<file path="src/rtl/router_pkg.sv">
// Shared types and constants for the router read-side blocks.
// Header layout: {payload_len[5:0], addr[1:0]}.
package router_pkg;

  localparam int DATA_W      = 8;
  localparam int HDR_LEN_MSB = 7;
  localparam int HDR_LEN_LSB = 2;
  localparam int HDR_ADDR_W  = 2;
  localparam int LEN_W       = HDR_LEN_MSB - HDR_LEN_LSB + 1;
  localparam int DEF_TIMEOUT = 30;

  typedef enum logic [1:0] {
    S_HDR = 2'd0,
    S_PAY = 2'd1,
    S_PAR = 2'd2
  } state_e;

endpackage

</file>
<file path="src/rtl/router_idle_timer.sv">
// Idle-cycle counter with clear/enable; expire_o fires on the
// enabled cycle that would bring the count up to LIMIT.
module router_idle_timer #(
  parameter int LIMIT = 30
) (
  input  logic clock,
  input  logic reset_n,
  input  logic clr_i,
  input  logic en_i,
  output logic expire_o
);

  localparam logic [7:0] LAST = 8'(LIMIT - 1);

  logic [7:0] cnt_q, cnt_d;

  assign expire_o = en_i & ~clr_i & (cnt_q == LAST);

  always_comb begin
    cnt_d = cnt_q;
    if (clr_i || expire_o)
      cnt_d = '0;
    else if (en_i)
      cnt_d = cnt_q + 8'd1;
  end

  always_ff @(posedge clock) begin
    if (!reset_n)
      cnt_q <= '0;
    else
      cnt_q <= cnt_d;
  end

endmodule

</file>
<file path="src/rtl/router_out_reader.sv">
// Drains one router output FIFO: parses header/payload/parity,
// forwards payload, flags errors and aborts stalled packets.
module router_out_reader
  import router_pkg::*;
#(
  parameter logic [HDR_ADDR_W-1:0] PORT_ID = '0,
  parameter int                    TIMEOUT = DEF_TIMEOUT
) (
  input  logic              clock,
  input  logic              reset_n,
  input  logic [DATA_W-1:0] fifo_data,
  input  logic              fifo_empty,
  output logic              fifo_read_en,
  output logic              fifo_soft_reset,
  input  logic              sink_ready,
  output logic [DATA_W-1:0] out_data,
  output logic              out_valid,
  output logic              out_last,
  output logic              pkt_done,
  output logic [LEN_W-1:0]  pkt_len,
  output logic              pkt_par_err,
  output logic              pkt_addr_err,
  output logic              pkt_abort,
  output logic              busy
);

  state_e                  state_q, state_d;
  logic [LEN_W-1:0]        len_q, len_d;
  logic [HDR_ADDR_W-1:0]   addr_q, addr_d;
  logic [DATA_W-1:0]       par_q, par_d;
  logic [LEN_W-1:0]        cnt_q, cnt_d;
  logic                    rd_vld_q;
  logic [DATA_W-1:0]       data_q, data_d;
  logic                    valid_q, valid_d;
  logic                    last_q, last_d;
  logic                    done_q, done_d;
  logic                    perr_q, perr_d;
  logic                    aerr_q, aerr_d;
  logic                    inflight;
  logic                    abort;

  assign inflight = (state_q != S_HDR);

  // A popped byte clears the timer, so it always beats expiry.
  router_idle_timer #(
    .LIMIT(TIMEOUT)
  ) u_idle (
    .clock   (clock),
    .reset_n (reset_n),
    .clr_i   (rd_vld_q | ~inflight),
    .en_i    (inflight & ~rd_vld_q),
    .expire_o(abort)
  );

  assign fifo_read_en    = ~fifo_empty & sink_ready & ~abort;
  assign fifo_soft_reset = abort;
  assign pkt_abort       = abort;
  assign busy            = inflight;
  assign out_data        = data_q;
  assign out_valid       = valid_q;
  assign out_last        = last_q;
  assign pkt_done        = done_q;
  assign pkt_len         = len_q;
  assign pkt_par_err     = perr_q;
  assign pkt_addr_err    = aerr_q;

  always_comb begin
    state_d = state_q;
    len_d   = len_q;
    addr_d  = addr_q;
    par_d   = par_q;
    cnt_d   = cnt_q;
    data_d  = data_q;
    valid_d = 1'b0;
    last_d  = 1'b0;
    done_d  = 1'b0;
    perr_d  = 1'b0;
    aerr_d  = 1'b0;
    if (abort) begin
      state_d = S_HDR;
      par_d   = '0;
      cnt_d   = '0;
    end else if (rd_vld_q) begin
      unique case (state_q)
        S_HDR: begin
          len_d   = fifo_data[HDR_LEN_MSB:HDR_LEN_LSB];
          addr_d  = fifo_data[HDR_ADDR_W-1:0];
          par_d   = fifo_data;
          cnt_d   = '0;
          state_d = (len_d != '0) ? S_PAY : S_PAR;
        end
        S_PAY: begin
          data_d  = fifo_data;
          valid_d = 1'b1;
          last_d  = (cnt_q == len_q - 6'd1);
          par_d   = par_q ^ fifo_data;
          cnt_d   = cnt_q + 6'd1;
          if (cnt_d == len_q)
            state_d = S_PAR;
        end
        S_PAR: begin
          done_d  = 1'b1;
          perr_d  = (par_q != fifo_data);
          aerr_d  = (addr_q != PORT_ID);
          par_d   = '0;
          state_d = S_HDR;
        end
        default: state_d = S_HDR;
      endcase
    end
  end

  always_ff @(posedge clock) begin
    if (!reset_n) begin
      state_q  <= S_HDR;
      len_q    <= '0;
      addr_q   <= '0;
      par_q    <= '0;
      cnt_q    <= '0;
      rd_vld_q <= 1'b0;
      data_q   <= '0;
      valid_q  <= 1'b0;
      last_q   <= 1'b0;
      done_q   <= 1'b0;
      perr_q   <= 1'b0;
      aerr_q   <= 1'b0;
    end else begin
      state_q  <= state_d;
      len_q    <= len_d;
      addr_q   <= addr_d;
      par_q    <= par_d;
      cnt_q    <= cnt_d;
      rd_vld_q <= fifo_read_en & ~fifo_empty;
      data_q   <= data_d;
      valid_q  <= valid_d;
      last_q   <= last_d;
      done_q   <= done_d;
      perr_q   <= perr_d;
      aerr_q   <= aerr_d;
    end
  end

endmodule

</file>
<file path="config.mk">
export PLATFORM = sky130hd
export DESIGN_NAME = router_out_reader
export DESIGN_NICKNAME = d
export VERILOG_FILES = /design/src/rtl/router_pkg.sv /design/src/rtl/router_idle_timer.sv /design/src/rtl/router_out_reader.sv
export SDC_FILE = /design/constraint.sdc
export NUM_CORES = 1
export LEC_CHECK = 0
export BUFFER_PORTS_ARGS = -buffer_cell sky130_fd_sc_hd__buf_2
export CAP_MARGIN = 10
export CORE_UTILIZATION = 60
export DETAILED_ROUTE_END_ITERATION = 12
export PLACE_DENSITY = 0.83
export SLEW_MARGIN = 0
export SYNTH_ARGS = -nofsm -noshare
export SYNTH_HDL_FRONTEND = slang
export SYNTH_HIERARCHICAL = 1
export SYNTH_SLANG_ARGS = --single-unit
</file>
<file path="constraint.sdc">
create_clock -name clock -period 4.5 [get_ports clock]
set_input_delay 0.225 -clock clock [delete_from_list [all_inputs] [get_ports clock]]
set_output_delay 0.225 -clock clock [all_outputs]
set_load 0.01 [all_outputs]
</file>
### Yosys cells after proc, flatten, opt, wreduce, memory -nomap -nowiden

Cells that the tools add are included.

* add/subtract/negate cells: 3
* equality and inequality tests: 7
* muxes and demuxes: 7
* bitwise gates (word level): 16
* reduce and logical (&&, ||, !) cells: 17

Operator list (count)
* 8-bit one-hot mux with 3 select lines: 1
* 6-bit == test: 2
* 6-bit one-hot mux with 2 select lines: 1
* 8-bit by 1-bit adder with 8-bit output, second input constant: 1
* 8-bit by 5-bit == test with 1-bit output, second input constant: 1
* 8-bit inequality test: 1
* 1-bit NOT: 8
* 4-bit OR reduction: 2
* 8-bit bitwise XOR: 1
* 6-bit by 1-bit adder with 6-bit output, second input constant: 1
* 1-bit bitwise AND: 6
* 2-bit AND reduction: 3
* 3-bit AND reduction: 2
* 2-bit nonzero test: 3
* 6-bit nonzero test: 1
* 6-bit by 1-bit subtractor with 6-bit output, second input constant: 1
* 2-bit two-way mux: 2
* 2-bit one-hot mux with 2 select lines: 1
* 2-bit OR reduction: 2
* 3-bit nonzero test: 1
* 3-bit OR reduction: 1
* 2-bit by 1-bit == test with 1-bit output, second input constant: 1
* 2-bit == test, second input constant: 1
* 2-bit logical NOT: 1
* other kinds (4): 5

* register bits after elaboration: 46
* logic and storage cells: 63

### Logic depth before layout (Yosys ltp)

Gate-level depths: netlist (run 1).

* depth in word-level cells: 9
* depth in mapped cells: 13
* mapped depth without buffers: 12

### Modules after synthesis

Netlist (run 1), hierarchy kept.

By module, submodules not included
* router_out_reader: instances 1, cells each 245, area each 2008.2 um^2, sequential area each 760.7 um^2
* router_idle_timer: instances 1, cells each 45, area each 412.9 um^2, sequential area each 160.2 um^2

### Worst setup path before layout (run 1)

OpenSTA, ideal clock, no wires.

* path kind: register -> register
* start: reg state_q[0]
* end: reg cnt_q[5] (netlist name)
* library setup time: 128 ps
* data arrival time: 2265 ps
* data required time: 4372 ps
* slack: 2107 ps
* stages on the path, launching flop included: 13
* path buffers: 3
* period minus slack after synthesis: 2393 ps
* cells stage by stage: dfxtp_1 -> inv_1 -> ha_1 -> inv_1 -> nand2_1 -> inv_1 -> buf_6 -> and3_4 -> and4_2 -> nand2b_1 -> clkbuf_1 -> clkbuf_1 -> nor2_1

RTL lines
* from (decl): line router_out_reader.sv:27 `state_e state_q, state_d;`
* from (signal assigned): line router_out_reader.sv:128 `state_q <= state_d;`

### Worst setup path after layout (run 1)

* start: reg state_q[1]
* end: reg state_q[0]

* cells in the longest elaborated chain, start to end: 7
* elaborated cells between the ends (all ways): 13

RTL lines
* 2-bit nonzero test: line router_out_reader.sv:42 `assign inflight = (state_q != S_HDR);`
* 1-bit NOT: line router_out_reader.sv:50 `.clr_i (rd_vld_q | ~inflight),`
* 1-bit OR: line router_out_reader.sv:50
* 1-bit NOT: line router_idle_timer.sv:17 `assign expire_o = en_i & ~clr_i & (cnt_q == LAST);`
* 1-bit bitwise AND (2 in series): line router_idle_timer.sv:17
* 2-bit OR reduction (no source line)

Parallel ways exist; a longest one is shown, timed or not.
A chain may end at the register's enable or synchronous reset.

==> flow_summary.yaml, run 1 <==
synth:
  yosysTopAreaCell: "dfxtp_1"
  synthCells: 290
  netlist_area_um2: 2420
  synth.area.mux_share_pct: 1.29
  yosys-top-cells-area: "dfxtp_1 38%, xor2_1 5.1%, a21boi_0 5.0%, nand3_1 4.8%, nor2_1 4.7%"
  yosys.area.top_type_share_pct: 38.0
  synth-edff-count: 0
  syn-num-nets: 310
  yosys.area_share.simple_pct: 21.8
  ys_async_sr_fraction_pct: 0
  synth_seq_cells: 46
  synth_top_family_by_area: "compound AO/OA/AOI/OAI gates"
  synth.avg_cell_area_um2: 8.35
  synth_xor_area_share_pct: 7.60
  synth_compound_area_share_pct: 22.6
  synth_flop_cell: "dfxtp_1"
  seq_area_frac_synth_pct: 38.0
  synth-adder-area-share_pct: 4.13
  synthDistinctLibCells: 46
  yosysWarnings: 6
sta:
  rsz0062_at_grt: "no"
  report.final.setup_viol: 0
  whs_ps: 198
  maxSlewHeadroom_pct: 38.6
  skew_ps: 7.01
  postLayoutSetupSlackWorst_ps: 1230
  fin_crit_sh_pct: 72.6
  fmax_ghz: 0.306
  period_minus_slack_ps: 3270
  worst_pin_slew_ps: 918
  drv_slew: 0
  hold_viol_final: 0
  tns_ps: 0
floorplan:
  core_um2: 3770
  die_h_um: 65.5
  rows: 22
  io_pins: 35
  dieArea_um2: 4290
  start_util_pct: 64.2
  fp.dieW_um: 65.5
clock_network:
  root_buffer: "clkbuf_8"
  cts_tree: "built"
  postCtsSetupBuffers: 0
  clock_sinks: 46
  clk_latency_ps: 300
  cts.clk_slew.worst_paths_ps: 90
  postCtsHoldBufs: 0
  ctsResizeCount: 0
  cts_htree_levels: 2
  clk_path_buf_depth: 2
  cts_made_buffers: 5
pwr:
  p_leak_nw: 1.08
  power_mw: 0.789
  ir_drop_mv: 0.183
  p_per_area_nw_per_um2: 294
final_layout:
  syn_to_final_growth_pct: 10.9
  layout.nets: 338
  antenna_cells: 0
  regArea_um2: 921
  multi_input_area_um2: 1390
  fill_cells: 297
  fin_area_um2: 2680
  fin_cells: 367
  utilization_pct: 71.2
  final_layout_size_suffix_gt1_share_pct: 17.2
grt:
  grt_pass1_vias: 2035
  grt_max_degree: 21
  track_usage_pct: 30.1
  antenna_found_initial: 0
  grt_pass1_wl_mm: 9.85
  grt_overflow: 0
detailed_routing:
  ant_nets: 0
  wirelength_mm: 5.94
  avgViaCountPerCell: 6.13
  dr_total_vias: 2249
  detailedRoute.firstIterationViolations: 200
  drt_drc_violations_left: 0
  wl_per_cell_um: 16.2
  firstDrtPassIters: 5
placed_design:
  place_congestion: 0.876
  preCtsSetupSlack_ps: 1350
  placed_area_um2: 2590
  place_inst: 359
  io_buffers: 34
  hpwl_mm: 4.15
outcome:
  status: "complete, no violations"
run:
  maxCapViolCount: 0
worst_setup_path:
  critPathRequiredTime_ps: 4750
  crit_type: "reg2reg"
  startpoint_type: "flip-flop"
  cp_data_arrival_time_ps: 3520
  worstSetupEndpointType: "flip-flop"
  critPathMaxFanout: 20
worst_hold_path:
  hold_path_class: "in2reg"
[final cells by class]
cell class                 instances  share of cell area, %
multi-input combinational        218                   51.7
timing repair buffer              35                   6.62
clock inverter                     1                  0.186
inverter                          12                   1.68
clock buffer                       7                   3.22
sequential                        46                   34.3
tap                               48                   2.24
[final timing paths]
check,slack (ps),cells past startpoint,endpoint,startpoint
hold reg to reg,470,2,out_data[2],out_data[2]
hold / removal,200,3,rd_vld_q,sink_ready
setup reg to reg,1230,12,state_q[0],state_q[1]
setup / recovery,1230,12,state_q[0],state_q[1]
[power breakdown]
group,leakage (nW),internal [mW],switching [mW],total (mW)
logic,0.662,0.0353,0.0657,0.101
clock network,0.0482,0.124,0.140,0.264
registers,0.372,0.415,0.00891,0.424
[cell families after synthesis]
group / count (synthesis)
fa+ha+maj: 8
xor+xnor: 21
simple gates: 109
compound gates: 77
flops: 46
mux: 3
buf+inv: 26
[cell usage after synthesis, drive strengths merged (3+ instances only)]
cell type / n
nand4: 3
nor2: 30
a31oi: 3
or3: 3
o21ai: 22
a21boi: 16
inv: 12
nor4: 3
nand3: 23
xnor2: 7
a21oi: 9
dfxtp: 46
a211oi: 3
xor2: 14
nor3: 4
nand2: 29
ha: 8
clkbuf: 9
a32oi: 10
buf: 5
and3: 3
[layout by cell type, fill, tap and decap left out, types with 4 or more instances in the layout]
| cell type | instances |
|---|---|
| dfxtp_1 | 46 |
| buf_2 | 34 |
| nor2_1 | 30 |
| nand2_1 | 29 |
| nand3_1 | 23 |
| o21ai_0 | 22 |
| a21boi_0 | 16 |
| xor2_1 | 14 |
| inv_1 | 12 |
| a32oi_1 | 10 |
| a21oi_1 | 9 |
| ha_1 | 8 |
| xnor2_1 | 7 |
| clkbuf_8 | 6 |
| nor3_1 | 4 |
[worst max-delay path: stages (launching register included)]
cell      delay (ps)
dfxtp_1          340
inv_1            140
ha_1             440
inv_1            130
nand2_1          130
inv_1            150
and3_4           200
and4_2           260
nand2b_1         520
a211o_1          470
a311oi_2         250
mux2i_1          110
nand2_1           70
[registers in the layout, indices dropped and copies added (netlist names)]
| signal | count |
|---|---|
| pkt_addr_err | 1 |
| state_q | 2 |
| cnt_q | 6 |
| rd_vld_q | 1 |
| out_last | 1 |
| pkt_done | 1 |
| out_valid | 1 |
| par_q | 8 |
| pkt_par_err | 1 |
| addr_q | 2 |
| out_data | 8 |
| u_idle/cnt_q | 8 |
| pkt_len | 6 |
[routing by layer]
layer	global-route usage, %	part of all wire [%]
met5	0	0
met3	4.86	4.9
met1	38.2	44
met4	14.9	2.6
met2	49.0	48
(Power assumes the default switching activity.)
==> run 2: changes to the inputs <==
--- a/config.mk
+++ b/config.mk
@@ -7,9 +7,9 @@
 export LEC_CHECK = 0
 export BUFFER_PORTS_ARGS = -buffer_cell sky130_fd_sc_hd__buf_2
 export CAP_MARGIN = 10
-export CORE_UTILIZATION = 60
+export CORE_UTILIZATION = 57
 export DETAILED_ROUTE_END_ITERATION = 12
-export PLACE_DENSITY = 0.83
+export PLACE_DENSITY = 0.8
 export SLEW_MARGIN = 0
 export SYNTH_ARGS = -nofsm -noshare
 export SYNTH_HDL_FRONTEND = slang
==> constraint.sdc (replaced) <==
create_clock -name clock -period 3.1 [get_ports clock]
set_input_delay 0.155 -clock clock [delete_from_list [all_inputs] [get_ports clock]]
set_output_delay 0.155 -clock clock [all_outputs]
set_load 0.01 [all_outputs]
==> run 2 against run 1 <==
  * Clock-buffer cell count fell by 2
  * Non-clock buffer count grew 2
  * Total power is 44% higher
  * Clock power increased by 44%
  * Combinational power grew 43%
  * Final cell count is 1.1% higher
  * Clock skew increased by 3.7 ps
  * Utilization shrank 4.1 points
  * First-iteration DRC count shrank 27%
  * Critical path type unchanged
==> flow_summary.yaml, run 2 (same netlist as run 1, synthesis figures left out) <==
outcome:
  status: "complete, no violations"
worst_hold_path:
  holdCritStartpoint: "sink_ready"
  holdPathStages: 3
  hold_end: "rd_vld_q"
  hold_path_class: "in2reg"
final_layout:
  antenna_cells: 0
  fin_area_um2: 2700
  final_layout_size_suffix_gt1_share_pct: 18.1
  layout.nets: 340
  final_cell_mix: "46 x dfxtp_1, 34 x buf_2, 30 x nor2_1"
  syn_to_final_growth_pct: 11.7
  final_common_cell: "dfxtp_1"
detailed_routing:
  firstDrtPassIters: 4
  detailedRoute.firstIterationViolations: 147
  drt_drc_violations_left: 0
  ant_nets: 0
  dr_total_vias: 2175
  wl_per_cell_um: 14.0
  wirelength_mm: 5.21
  avgViaCountPerCell: 5.86
sta:
  fmax_ghz: 0.399
  hold_viol_final: 0
  skew_ps: 10.7
  drv_slew: 0
  tns_ps: 0
  fin_crit_sh_pct: 80.9
  maxSlewHeadroom_pct: 45.1
  period_minus_slack_ps: 2510
  report.final.setup_viol: 0
  worst_pin_slew_ps: 821
  postLayoutSetupSlackWorst_ps: 593
  rsz0062_at_grt: "no"
placed_design:
  preCtsSetupSlack_ps: 614
  placed_area_um2: 2610
  place_congestion: 0.830
  io_buffers: 34
  hpwl_mm: 3.68
pwr:
  ir_drop_mv: 0.329
  p_per_area_nw_per_um2: 421
  sequentialPowerShare_pct: 54.0
  power_mw: 1.14
  p_int_mw: 0.818
  p_sw_mw: 0.319
  p_leak_nw: 1.09
  combinationalPowerShare_pct: 12.7
  swShare_pct: 28.1
  clkPwrFrac_pct: 33.3
worst_setup_path:
  worstPathCellList: "inv_1 -> nand2_1 -> inv_1 -> and3_4 -> and4_2 -> nand2b_1 -> a211o_1 -> a311oi_2 -> mux2i_1 -> nand2_1"
  cp_data_arrival_time_ps: 2760
  crit_type: "reg2reg"
  slowest_delay_ps: 550
  critPathMaxFanout: 9
  startpoint_type: "flip-flop"
  critPathRequiredTime_ps: 3350
  rrSetupSlack_ps: 590
  slowest_stage: "dfxtp_1"
  critPathBufInv: 2
  worstSetupEndpointType: "flip-flop"
  reg2reg_from: "rd_vld_q"
  crit_family: "simple AND/OR/NAND/NOR gates"
  r2r_end: "state_q[0]"
  r2r_cells: 10
floorplan:
  core_um2: 4030
  io_pins: 35
  rows: 23
  die_h_um: 67.2
  dieArea_um2: 4510
  start_util_pct: 60.1
  fp.dieW_um: 67.2
clock_network:
  postCtsSetupBuffers: 0
  cts.clk_slew.worst_paths_ps: 80
  clk_path_buf_depth: 2
  postCtsHoldBufs: 0
  clk_latency_ps: 310
  cts_tree: "built"
  cts_made_buffers: 5
  clock_sinks: 46
  ctsResizeCount: 0
  root_buffer: "clkbuf_8"
  cts_htree_levels: 2
grt:
  grt_overflow: 0
  grt_pass1_wl_mm: 8.90
  antenna_found_initial: 0
  track_usage_pct: 25.9
  grt_max_degree: 21
  grt_pass1_vias: 1969
run:
  maxCapViolCount: 0
-- run 2: changes by cell type in the layout (fill, tap and decap cells not counted) --
cell,delta
clkinv_2,-1
clkinvlp_4,+1
clkinv_4,+1
clkbuf_1,-1
clkbuf_8,-1
buf_4,+2
inv_6,+1
-- run 2: worst reg2reg max path, stage by stage, from the launching register on --
cell and delay (ps):
dfxtp_1 550, inv_1 240, nand2_1 160, inv_1 140, and3_4 190, and4_2 270
nand2b_1 170, a211o_1 310, a311oi_2 240, mux2i_1 110, nand2_1 80
-- run 2: worst max path at each step --
| stage | from | endpoint | slack, ps | cells after the start |
|---|---|---|---|---|
| 3_5_place_dp | state_q[0] | out_data[7] | 610 | 12 |
| 5_1_grt | state_q[0] | out_data[7] | 350 | 12 |
| 4_1_cts | state_q[1] | out_data[7] | 600 | 12 |
| 6_report | rd_vld_q | state_q[0] | 590 | 10 |
| 3_3_place_gp | rd_vld_q | state_q[0] | 670 | 10 |
| 2_1_floorplan | state_q[0] | cnt_q[5] | 710 | 12 |
-- run 2: routing by layer --
metal  vias up  share of wire [%]  track usage, %  wire length, um
met3         4                6.2            5.07              325
li1       1098                  -               -                -
met4         0               0.75            6.91               39
met1      1004                 48            35.9             2490
met2        69                 45            40.9             2350
met5         -                  0               0                0
-- run 2: cell type report --
class	count	area, um2
timing repair buffer	37	193
clock inverter	3	25.0
sequential	46	921
fill	343	1330
clock buffer	5	68.8
tap	50	62.6
inverter	12	45.0
multi-input combinational	218	1390
-- run 2: through the flow --
stage                     std cells  util [%]  hold slack (ps)
after floorplan                 290         -              296
after global placement          363      64.8              411
after detailed placement        363      64.8              452
after CTS                       371      67.1              129
after global routing            371      67.1              139
final                           371      67.1              127
-- run 2: power groups by stage --
stage | logic, mW | registers [mW] | clock network (mW)
floorplan | 0.101 | 0.627 | 0
global placement | 0.141 | 0.628 | 0
detailed placement | 0.143 | 0.629 | 0
CTS | 0.144 | 0.615 | 0.387
global route | 0.162 | 0.617 | 0.410
finish | 0.144 | 0.615 | 0.379
==> run 3: changes to the inputs <==
--- a/config.mk
+++ b/config.mk
@@ -7,9 +7,9 @@
 export LEC_CHECK = 0
 export BUFFER_PORTS_ARGS = -buffer_cell sky130_fd_sc_hd__buf_2
 export CAP_MARGIN = 10
-export CORE_UTILIZATION = 57
+export CORE_UTILIZATION = 51
 export DETAILED_ROUTE_END_ITERATION = 12
-export PLACE_DENSITY = 0.8
+export PLACE_DENSITY = 0.75
 export SLEW_MARGIN = 0
 export SYNTH_ARGS = -nofsm -noshare
 export SYNTH_HDL_FRONTEND = slang
==> constraint.sdc (replaced) <==
create_clock -name clock -period 2.3 [get_ports clock]
set_input_delay 0.115 -clock clock [delete_from_list [all_inputs] [get_ports clock]]
set_output_delay 0.115 -clock clock [all_outputs]
set_load 0.01 [all_outputs]
==> run 3 against run 2 <==
  * The flow now finishes with violations (design-rule violations)
  * Global-route usage decreased by 2.8 points
  * Fmax increased by 15%
  * Register-to-register slack got worse by 470 ps
  * Sequential share of layout area decreased by 1.3 points
  * Worst setup slack got worse by 470 ps
  * Total power increased by 38%
  * First-iteration DRC count decreased by 18%
  * Via count increased by 3.3%
  * Critical path type unchanged
==> flow_summary.yaml, run 3 (same netlist as run 1, synthesis figures left out) <==
final_layout:
  final_layout_size_suffix_gt1_share_pct: 23.2
  layout.nets: 351
  utilization_pct: 63.3
  fin_area_um2: 2810
  antenna_cells: 0
  regArea_um2: 922
  fill_cells: 411
  multi_input_area_um2: 1410
  final_cell_mix: "45 x dfxtp_1, 34 x buf_2, 28 x nor2_1"
  syn_to_final_growth_pct: 16.2
  final_common_cell: "dfxtp_1"
detailed_routing:
  wl_per_cell_um: 14.1
  wirelength_mm: 5.43
  ant_nets: 0
  dr_total_vias: 2246
  avgViaCountPerCell: 5.85
  drt_drc_violations_left: 2
  detailedRoute.firstIterationViolations: 120
  firstDrtPassIters: 8
pwr:
  ir_drop_mv: 0.278
  power_mw: 1.57
  p_per_area_nw_per_um2: 559
  p_leak_nw: 1.15
outcome:
  status: "complete, but fails checks"
  failed_checks: "design-rule violations"
sta:
  drv_slew: 0
  skew_ps: 11.7
  report.final.setup_viol: 0
  hold_viol_final: 0
  worst_pin_slew_ps: 669
  maxSlewHeadroom_pct: 54.9
  period_minus_slack_ps: 2170
  fin_crit_sh_pct: 94.5
  postLayoutSetupSlackWorst_ps: 126
  fmax_ghz: 0.460
  rsz0062_at_grt: "yes"
clock_network:
  cts_made_buffers: 5
  cts.clk_slew.worst_paths_ps: 90
  cts_htree_levels: 2
  root_buffer: "clkbuf_8"
  postCtsHoldBufs: 0
  clk_latency_ps: 300
  cts_tree: "built"
  clock_sinks: 46
  clk_path_buf_depth: 2
placed_design:
  preCtsSetupSlack_ps: 54.8
  place_congestion: 0.822
  placed_area_um2: 2670
  hpwl_mm: 3.83
  io_buffers: 34
floorplan:
  rows: 24
  dieArea_um2: 5030
  die_h_um: 70.9
  start_util_pct: 54.5
  core_um2: 4440
  io_pins: 35
  fp.dieW_um: 70.9
worst_hold_path:
  hold_path_class: "in2reg"
  holdCritStartpoint: "sink_ready"
grt:
  grt_overflow: 0
  grt_max_degree: 21
  antenna_found_initial: 0
  track_usage_pct: 23.1
  grt_pass1_wl_mm: 9.35
  grt_pass1_vias: 2040
worst_setup_path:
  reg2reg_from: "state_q[1]"
  critPathLaunch: "state_q[1]"
  critPathMaxFanout: 6
  startpoint_type: "flip-flop"
  worstSetupEndpointType: "flip-flop"
  critPathRequiredTime_ps: 2550
  cp_data_arrival_time_ps: 2420
  crit_type: "reg2reg"
run:
  maxCapViolCount: 0
## run 3: cell count changes in the layout (fill, tap and decap cells not counted), sizes merged
cell | previous run | this run
clkinv | 1 | 0
buf | 37 | 48
clkbuf | 5 | 7
clkinvlp | 1 | 0
## run 3: worst paths after layout
| kind | end | slack [ps] | cells after the start |
|---|---|---|---|
| worst min register to register | out_data[0] | 460 | 2 |
| worst max register to register | state_q[0] | 130 | 12 |
| worst max-delay path | state_q[0] | 130 | 12 |
| worst min-delay path | rd_vld_q | 90 | 3 |
## run 3: timing repair
item	4_1_cts	5_1_grt
resized for setup	0	10
setup buffers	0	3
setup endpoints to repair	0	19
## run 3: area by class of cell
cell class	count	share of cell area, %
multi-input cells	218	50.0
flip-flops and latches	46	32.8
repair buffers	48	9.92
clock buffers	7	3.07
well taps	52	2.31
inverters	12	1.60
clock inverters	1	0.311
## run 3: critical path, cell delays in order, from the launching register on
cell and delay (ps):
dfxtp_1 350, inv_2 90, ha_1 160, inv_1 90, nand2_2 90, inv_1 60
and3_4 150, and4_2 270, nand2b_1 180, a211o_1 280, a311oi_2 240, mux2i_1 100
nand2_1 60
## run 3: power by group
| group | internal (mW) | switching [mW] | total (mW) | leakage, nW |
|---|---|---|---|---|
| registers | 0.812 | 0.0158 | 0.828 | 0.372 |
| clock network | 0.249 | 0.278 | 0.526 | 0.0489 |
| logic | 0.0857 | 0.134 | 0.220 | 0.729 |
## run 3: per-stage QoR
| step | cells | TNS, ps | hold slack (ps) |
|---|---|---|---|
| floorplan | 290 | 0 | 256 |
| global placement | 373 | 0 | 408 |
| detailed placement | 373 | 0 | 418 |
| CTS | 381 | 0 | 91.2 |
| global route | 384 | -18.3 | 117 |
| finish | 384 | 0 | 90.4 |
## run 3: metal layers
layer  vias up  share of wire (%)  global-route usage [%]
li1       1120                  -                       -
met3         9                4.5                    4.56
met5         -                  0                       0
met2        57                 47                    37.2
met1      1060                 47                    31.4
met4         0                1.3                    6.89
